--- config.mk ---
export PLATFORM = sky130hd
export DESIGN_NAME = uart_tx_fifo_flat
export DESIGN_NICKNAME = d
export VERILOG_FILES = /design/src/rtl/uart_tx_fifo_if.sv /design/src/rtl/uart_tx_fifo.sv /design/src/flat_wrapper.sv
export SDC_FILE = /design/constraint.sdc
export NUM_CORES = 1
export LEC_CHECK = 0
export ABC_AREA = 0
export CORE_MARGIN = 1
export CORE_UTILIZATION = 30
export DETAILED_ROUTE_END_ITERATION = 10
export HOLD_SLACK_MARGIN = 0.15
export PLACE_DENSITY_LB_ADDON = 0.2
export SLEW_MARGIN = 0
export SYNTH_ARGS = -nofsm -noshare
export SYNTH_HDL_FRONTEND = slang
export SYNTH_SLANG_ARGS = --single-unit
--- constraint.sdc ---
create_clock -name clk -period 4.6 [get_ports clk]
set_input_delay 0.92 -clock clk [delete_from_list [all_inputs] [get_ports clk]]
set_output_delay 0.92 -clock clk [all_outputs]
set_load 0.01 [all_outputs]
--- src/rtl/uart_tx_fifo_if.sv ---
// Push-side handshake bundle for uart_tx_fifo.
//   wr_data  : byte offered by the producer
//   wr_valid : producer has a byte this cycle
//   wr_ready : transmitter FIFO can take it
// master = producer (bus write logic), slave = uart_tx_fifo.
interface uart_tx_fifo_if;
   logic [7:0] wr_data;
   logic       wr_valid;
   logic       wr_ready;

   modport master (output wr_data, output wr_valid, input wr_ready);
   modport slave  (input wr_data, input wr_valid, output wr_ready);
endinterface

--- src/rtl/uart_tx_fifo.sv ---
// UART transmitter with TX FIFO. Frames are start + DATA_BITS (LSB first)
// + optional parity + STOP_BITS. Queued frames go out back-to-back.
//
// Ports:
//   clk, rst_n  : system clock, asynchronous active-low reset
//   cts_n       : clear-to-send, active low (only with UART_TX_CTS_EN)
//   wr          : push handshake (uart_tx_fifo_if.slave)
//   tx_pin      : registered serial line, idles high
//   tx_busy     : frame in progress
//   fifo_count  : entries held; fifo_empty / fifo_full flags
//
// Optional feature macro: UART_TX_CTS_EN adds cts_n flow control.
//
// state   | meaning
// --------+----------------------------------------------
// S_IDLE  | line high, waiting for FIFO data (and CTS)
// S_START | start bit (0)
// S_DATA  | data bits, LSB first
// S_PARITY| parity bit (only when PARITY != 0)
// S_STOP  | stop bit(s); may chain straight into S_START
module uart_tx_fifo #(
   parameter int CLK_FREQ   = 50_000_000,
   parameter int BAUD_RATE  = 115200,
   parameter int DATA_BITS  = 8,
   parameter int PARITY     = 0,
   parameter int STOP_BITS  = 1,
   parameter int FIFO_DEPTH = 16
) (
   input  logic                          clk,
   input  logic                          rst_n,
`ifdef UART_TX_CTS_EN
   input  logic                          cts_n,
`endif
   uart_tx_fifo_if.slave                 wr,
   output logic                          tx_pin,
   output logic                          tx_busy,
   output logic [$clog2(FIFO_DEPTH):0]   fifo_count,
   output logic                          fifo_empty,
   output logic                          fifo_full
);

   localparam int BAUD_DIV = CLK_FREQ / BAUD_RATE;
   localparam int AW       = $clog2(FIFO_DEPTH);
   localparam int CW       = $clog2(BAUD_DIV);
   localparam logic [CW-1:0] BAUD_LAST = CW'(BAUD_DIV - 1);
   localparam logic [AW:0]   DEPTH_L   = (AW+1)'(FIFO_DEPTH);

   typedef enum logic [2:0] {S_IDLE, S_START, S_DATA, S_PARITY, S_STOP} state_t;

   logic [DATA_BITS-1:0] mem [FIFO_DEPTH];
   logic [AW-1:0]        wr_ptr, rd_ptr;
   logic [AW:0]          count;
   logic                 push, pop, can_start;
   logic [DATA_BITS-1:0] head;

   state_t               state, state_nxt;
   logic [CW-1:0]        baud_cnt, cnt_nxt;
   logic [2:0]           bit_cnt, bit_nxt;
   logic [DATA_BITS-1:0] shreg, sh_nxt;
   logic                 par_bit, par_nxt, tx_nxt, tick;

   assign fifo_full   = (count == DEPTH_L);
   assign fifo_empty  = (count == '0);
   assign fifo_count  = count;
   assign wr.wr_ready = !fifo_full;
   assign push        = wr.wr_valid && !fifo_full;
   assign head        = mem[rd_ptr];
   assign tx_busy     = (state != S_IDLE);
   assign tick        = (baud_cnt == '0);

`ifdef UART_TX_CTS_EN
   logic cts_meta, cts_sync;

   // Reset to "not clear" so nothing starts until the pin has been sampled.
   always_ff @(posedge clk or negedge rst_n) begin
      if (!rst_n) begin
         cts_meta <= 1'b1;
         cts_sync <= 1'b1;
      end else begin
         cts_meta <= cts_n;
         cts_sync <= cts_meta;
      end
   end

   assign can_start = !fifo_empty && !cts_sync;
`else
   assign can_start = !fifo_empty;
`endif

   always_ff @(posedge clk) begin
      if (push) mem[wr_ptr] <= wr.wr_data[DATA_BITS-1:0];
   end

   // Pointers wrap naturally since FIFO_DEPTH is a power of two.
   always_ff @(posedge clk or negedge rst_n) begin
      if (!rst_n) begin
         wr_ptr <= '0;
         rd_ptr <= '0;
         count  <= '0;
      end else begin
         if (push) wr_ptr <= wr_ptr + 1'b1;
         if (pop)  rd_ptr <= rd_ptr + 1'b1;
         case ({push, pop})
            2'b10:   count <= count + 1'b1;
            2'b01:   count <= count - 1'b1;
            default: ;
         endcase
      end
   end

   always_ff @(posedge clk or negedge rst_n) begin
      if (!rst_n) begin
         state    <= S_IDLE;
         baud_cnt <= '0;
         bit_cnt  <= '0;
         shreg    <= '0;
         par_bit  <= 1'b0;
         tx_pin   <= 1'b1;
      end else begin
         state    <= state_nxt;
         baud_cnt <= cnt_nxt;
         bit_cnt  <= bit_nxt;
         shreg    <= sh_nxt;
         par_bit  <= par_nxt;
         tx_pin   <= tx_nxt;
      end
   end

   // baud_cnt counts down from BAUD_LAST; the bit ends on the edge where it is 0.
   always_comb begin
      state_nxt = state;
      cnt_nxt   = tick ? BAUD_LAST : baud_cnt - 1'b1;
      bit_nxt   = bit_cnt;
      sh_nxt    = shreg;
      par_nxt   = par_bit;
      tx_nxt    = tx_pin;
      pop       = 1'b0;

      case (state)
         S_IDLE: begin
            tx_nxt  = 1'b1;
            cnt_nxt = baud_cnt;
            if (can_start) pop = 1'b1;
         end
         S_START: begin
            if (tick) begin
               state_nxt = S_DATA;
               bit_nxt   = '0;
               tx_nxt    = shreg[0];
            end
         end
         S_DATA: begin
            if (tick) begin
               if (bit_cnt == 3'(DATA_BITS - 1)) begin
                  if (PARITY != 0) begin
                     state_nxt = S_PARITY;
                     tx_nxt    = par_bit;
                  end else begin
                     state_nxt = S_STOP;
                     tx_nxt    = 1'b1;
                     bit_nxt   = '0;
                  end
               end else begin
                  bit_nxt = bit_cnt + 1'b1;
                  sh_nxt  = shreg >> 1;
                  tx_nxt  = shreg[1];
               end
            end
         end
         S_PARITY: begin
            if (tick) begin
               state_nxt = S_STOP;
               tx_nxt    = 1'b1;
               bit_nxt   = '0;
            end
         end
         S_STOP: begin
            if (tick) begin
               if (bit_cnt == 3'(STOP_BITS - 1)) begin
                  if (can_start) begin
                     pop = 1'b1;
                  end else begin
                     state_nxt = S_IDLE;
                     tx_nxt    = 1'b1;
                  end
               end else begin
                  bit_nxt = bit_cnt + 1'b1;
               end
            end
         end
         default: begin
            state_nxt = S_IDLE;
            tx_nxt    = 1'b1;
         end
      endcase

      // Popping loads the next frame and drives the start bit on the same edge.
      if (pop) begin
         state_nxt = S_START;
         cnt_nxt   = BAUD_LAST;
         sh_nxt    = head;
         par_nxt   = (PARITY == 1) ? ~^head : ^head;
         tx_nxt    = 1'b0;
      end
   end

endmodule
--- src/flat_wrapper.sv ---
// flat-port wrapper written by rule: the top's interface ports become plain ports
module uart_tx_fifo_flat 
#(
   parameter int CLK_FREQ   = 50_000_000,
   parameter int BAUD_RATE  = 115200,
   parameter int DATA_BITS  = 8,
   parameter int PARITY     = 0,
   parameter int STOP_BITS  = 1,
   parameter int FIFO_DEPTH = 16
)
  (clk, rst_n, tx_pin, tx_busy, fifo_count, fifo_empty, fifo_full, wr_wr_data, wr_wr_valid, wr_wr_ready);
  uart_tx_fifo_if wr_i ();
  input  logic clk;
  input  logic rst_n;
  output logic tx_pin;
  output logic tx_busy;
  output logic [$clog2(FIFO_DEPTH):0] fifo_count;
  output logic fifo_empty;
  output logic fifo_full;
  input wire logic [$bits(wr_i.wr_data)-1:0] wr_wr_data;
  input wire logic [$bits(wr_i.wr_valid)-1:0] wr_wr_valid;
  output wire logic [$bits(wr_i.wr_ready)-1:0] wr_wr_ready;
  assign wr_i.wr_data = wr_wr_data;
  assign wr_i.wr_valid = wr_wr_valid;
  assign wr_wr_ready = wr_i.wr_ready;
  uart_tx_fifo #(.CLK_FREQ(CLK_FREQ), .BAUD_RATE(BAUD_RATE), .DATA_BITS(DATA_BITS), .PARITY(PARITY), .STOP_BITS(STOP_BITS), .FIFO_DEPTH(FIFO_DEPTH)) u_core (.clk(clk), .rst_n(rst_n), .wr(wr_i), .tx_pin(tx_pin), .tx_busy(tx_busy), .fifo_count(fifo_count), .fifo_empty(fifo_empty), .fifo_full(fifo_full));
endmodule
==> summary.md <==
The core area was 0.0228 sq mm; the number of buffers added on ports was 20. For this run, the total global-route usage over all layers was measured as 13.3%. Of the available clock period, the critical path in the final layout requires 72.0%. Kind of critical path: reg2out.

The number of buffers between clock root and the deepest sink is 2, and the number of buffer and inverter instances along the worst setup path is 1. Number of flops mapped to enable cells by yosys: 128. Setup violations remaining at the end of the flow were counted as 0.

The logs give 21 for the I/O pin total and 0.506 ns for the worst-case hold slack. In the synthesized netlist, the number of instances is 441. The final-report hold violation count is 0, and the number of distinct library cell variants in the gate-level netlist after synthesis is 51. The antenna diode count came out at 0. Clock-pin slew was measured on the worst setup and hold paths at 0.07 ns.

The tools report the count of final max-slew check failures as 0. The critical-path maximum fanout is 9, and the number of buffers added to fix hold violations after cts is 0. Once detail routing completed, the nets flagged for antenna violations numbered 0. The first global-routing pass estimated 23.3 mm of wire.

Compared with the post-synthesis result, the final layout area differs by 16.0%. The run finished with clean final reports. For the count of H-tree levels built during CTS, the log shows 4.

The clock drives 165 sinks. Measured against its own limit, the worst slew margin works out to 33.8%. In the synthesized netlist the dominant register cell turns out to be sky130_fd_sc_hd__edfxtp_1. Cell area after synthesis: 0.00704 sq mm.

Setup repair after global routing left no endpoint under its margin. The average vias per placed instance was 4.81. The critical path's top delay family was simple AND/OR/NAND/NOR gates. The floorplan has 55 rows. The worst hold path cell count is 1, and the sequential cell area fraction in the yosys report is 67.7%. The initial antenna violation count is 0, and the detailed placer's ending HPWL is 9.41 mm. Counting buffers and inverters, the worst setup path is 3 cells deep. TritonCTS built the clock tree. Static timing analysis puts the maximum clock frequency at 302 MHz. Of the post-synthesis cell area, the part taken by muxes is 10.9%.

The worst setup path is launched from a flip-flop. The worst voltage drop across the vdd grid was 0.277 mV. In this run the horizontal extent of the chip is 155 microns.

The tools report the total negative setup slack as 0 ns. The worst min-delay path category is reg2reg. The floorplan die height came out at 155 microns. The synthesized-area fraction occupied by xor and xnor cells was 2.24%; the clock skew was 0.0167 ns. After synthesis, the share of flip-flops with an asynchronous set or reset is 22.4%.

Yosys printed 0 warnings. Detailed routing inserted a total of 3800 vias. For this run, the slowest stage of the critical path takes 0.61 ns. For this configuration, the core starts out at a cell density of 30.8%.

Residual overflow from global routing: 0. When the netlist entered floorplanning its net count stood at 466. The count of TritonRoute iterations in the first routing pass came out at 4. The complex-gate fraction of the synthesized area works out to 4.65%. The worst-case reg-to-reg path depth is 14, and the area of the die is 0.0241 sq mm.

Post-CTS timing repair inserted 0 buffers for setup. The final weighted congestion of routability-driven global placement was 0.815; the adder and majority gate portion of the synthesized area was 2.49%. A synthesized cell averages 16.0 sq um. Static leakage power: 0.00277 uW. Counting the buffers created by CTS gives 17. The net count of the finished layout was 489; the worst-margin pin slew was 0.989 ns.

The critical-path cell with the highest stage delay was sky130_fd_sc_hd__clkdlybuf4s50_1. The worst setup path is captured at an output port. The quantity of gates resized following cts came out at 0. In this run, the number of DRC markers left after iteration 0 of detailed routing was 258. Before CTS, the worst setup slack after placement is 1.29 ns. Max-cap violations in this run came to 0. Power spread over the standard cell area amounts to 452 mW/mm^2.

For the worst setup path, the data required time is 3.68 ns. The synthesized design contains 165 register bits. For the worst-skew pair, the clock arrives at the later sink with an insertion delay of 0.43 ns.

Average wire per cell in the routed design: 18.9 microns. The post-route netlist has 18.7% of its cells at a drive strength greater than 1. By area, the combinational part of the netlist is dominated by multiplexers.

The tools report the smallest setup slack after layout as 1.29 ns. The simple-gate share of the synthesized area was 9.77%. Walking the worst path, the cells encountered are or4_4 -> nor2_1 -> clkdlybuf4s50_1. The logs give 2.39 ns for the data arrival time of the critical path and 0 for the residual DRC count. After detailed routing, the total wire length is 15.0 mm.

The clock period could shrink to 3.31 ns. The number of global-route vias before repair came out at 3950. CTS placed an instance of sky130_fd_sc_hd__clkbuf_16 at the clock tree root.

Once layout is complete, the utilization of the core stands at 35.8%. The pin count of the biggest net entering global routing came out at 38.
## sequential cells by signal (all words and copies together) (netlist names)
signal and flops:
u_core.baud_cnt 9, u_core.bit_cnt 3, u_core.fifo_count 5, u_core.mem 128, u_core.rd_ptr 4, u_core.shreg 8, u_core.state 3, u_core.tx_pin 1
u_core.wr_ptr 4
## logic make-up after synthesis
| group | after synthesis |
|---|---|
| and+or+nand+nor | 123 |
| xor gates and xnor gates | 18 |
| buffers and inverters | 35 |
| muxes | 35 |
| DFF | 165 |
| adders and majority gates | 14 |
| AOI/OAI and AO/OA | 51 |
## power by group
part	switching (uW)	internal (uW)	leakage (uW)
sequential	102	1760	0.00162
clock	683	736	0.000292
combinational	232	173	0.000860
## cell usage in the layout (no fill, tap or decap), types with 2 or more instances in the layout
cell type	netlist	routed
sky130_fd_sc_hd__nand2_1	20	20
sky130_fd_sc_hd__nand3b_1	6	6
sky130_fd_sc_hd__clkinv_8	0	4
sky130_fd_sc_hd__clkbuf_16	0	17
sky130_fd_sc_hd__clkdlybuf4s50_1	0	19
sky130_fd_sc_hd__xor2_1	10	10
sky130_fd_sc_hd__a22oi_1	14	14
sky130_fd_sc_hd__nor2_1	32	32
sky130_fd_sc_hd__nand4_1	2	2
sky130_fd_sc_hd__xnor2_1	8	8
sky130_fd_sc_hd__inv_8	0	7
sky130_fd_sc_hd__nand3_1	11	11
sky130_fd_sc_hd__o22ai_1	2	2
sky130_fd_sc_hd__nor4b_1	4	4
sky130_fd_sc_hd__nor2b_1	2	2
sky130_fd_sc_hd__buf_4	0	7
sky130_fd_sc_hd__a31oi_1	5	5
sky130_fd_sc_hd__a21oi_1	8	8
sky130_fd_sc_hd__dfrtp_1	36	35
sky130_fd_sc_hd__or3_1	2	2
sky130_fd_sc_hd__o21ai_0	12	12
sky130_fd_sc_hd__and3_1	2	2
sky130_fd_sc_hd__inv_1	10	10
sky130_fd_sc_hd__nor3_1	21	21
sky130_fd_sc_hd__edfxtp_1	128	128
sky130_fd_sc_hd__nand2b_1	4	4
sky130_fd_sc_hd__mux2_2	2	2
sky130_fd_sc_hd__nor4b_2	5	5
sky130_fd_sc_hd__ha_1	14	14
sky130_fd_sc_hd__and2_1	3	3
sky130_fd_sc_hd__o21a_1	2	2
sky130_fd_sc_hd__mux4_2	33	33
## cell type report
cell class / instances / area, sq um
fill: 2212 / 14700
clock buffer: 17 / 425
timing repair buffer: 27 / 248
sequential: 165 / 4770
inverter: 12 / 45.0
tap: 313 / 392
clock inverter: 15 / 174
multi-input combinational: 241 / 2110
## worst reg2reg max path: cells and delay by family (launching register included)
family,cells,cell delay (ns)
simple gates,5,1.01
fa+ha+maj,3,0.76
flops,1,0.41
buf+inv,2,0.33
xor+xnor,2,0.32
compound gates,2,0.27
## path summary, 6_finish.rpt
kind / end / slack (ns) / start
max reg2reg: u_core.fifo_count[4] / 1.42 / u_core.baud_cnt[0]
max: fifo_empty / 1.29 / u_core.fifo_count[1]
max in group asynchronous: u_core.rd_ptr[0] / 3.40 / rst_n
min in group asynchronous: u_core.fifo_count[2] / 0.61 / rst_n
min: u_core.shreg[7] / 0.51 / u_core.shreg[7]
min reg2reg: u_core.shreg[7] / 0.51 / u_core.shreg[7]
## metrics by stage
stage | area [sq um] | power, uW | cells
floorplan | 7040 | 2130 | 441
global placement | 7570 | 2300 | 758
detailed placement | 7570 | 2310 | 758
CTS | 8170 | 3740 | 790
global route | 8170 | 3850 | 790
finish | 8170 | 3690 | 790
## cell usage after synthesis (2+ instances only)
master / instances / share of area [%]
sky130_fd_sc_hd__buf_1: 2 / 0.11
sky130_fd_sc_hd__nor2b_1: 2 / 0.18
sky130_fd_sc_hd__and3_1: 2 / 0.18
sky130_fd_sc_hd__a31oi_1: 5 / 0.44
sky130_fd_sc_hd__o22ai_1: 2 / 0.18
sky130_fd_sc_hd__nor4b_1: 4 / 0.50
sky130_fd_sc_hd__dfrtp_1: 36 / 13
sky130_fd_sc_hd__mux2_2: 2 / 0.32
sky130_fd_sc_hd__nand3b_1: 6 / 0.64
sky130_fd_sc_hd__xor2_1: 10 / 1.2
sky130_fd_sc_hd__buf_6: 2 / 0.32
sky130_fd_sc_hd__o21a_1: 2 / 0.21
sky130_fd_sc_hd__and2_1: 3 / 0.27
sky130_fd_sc_hd__edfxtp_1: 128 / 55
sky130_fd_sc_hd__buf_2: 9 / 0.64
sky130_fd_sc_hd__nand2_1: 20 / 1.1
sky130_fd_sc_hd__nor2_1: 32 / 1.7
sky130_fd_sc_hd__a21oi_1: 8 / 0.57
sky130_fd_sc_hd__nand4_1: 2 / 0.18
sky130_fd_sc_hd__mux4_2: 33 / 11
sky130_fd_sc_hd__xnor2_1: 8 / 0.99
sky130_fd_sc_hd__o21ai_0: 12 / 0.85
sky130_fd_sc_hd__nand2b_1: 4 / 0.36
sky130_fd_sc_hd__nor3_1: 21 / 1.5
sky130_fd_sc_hd__nand3_1: 11 / 0.78
sky130_fd_sc_hd__clkbuf_1: 10 / 0.53
sky130_fd_sc_hd__inv_1: 10 / 0.53
sky130_fd_sc_hd__nor4b_2: 5 / 1.1
sky130_fd_sc_hd__ha_1: 14 / 2.5
sky130_fd_sc_hd__a22oi_1: 14 / 1.5
sky130_fd_sc_hd__or3_1: 2 / 0.18
## per-layer routing
layer	part of all wire, %	GRT usage (%)	wire length, microns	vias to the layer above
met1	47	17.7	7000	1963
li1	-	-	-	1761
met5	0	0	0	-
met3	3.2	3.26	479	10
met2	48	21.1	7230	66
met4	1.7	5.23	257	0
No activity file was read; power rests on OpenSTA's default activity.
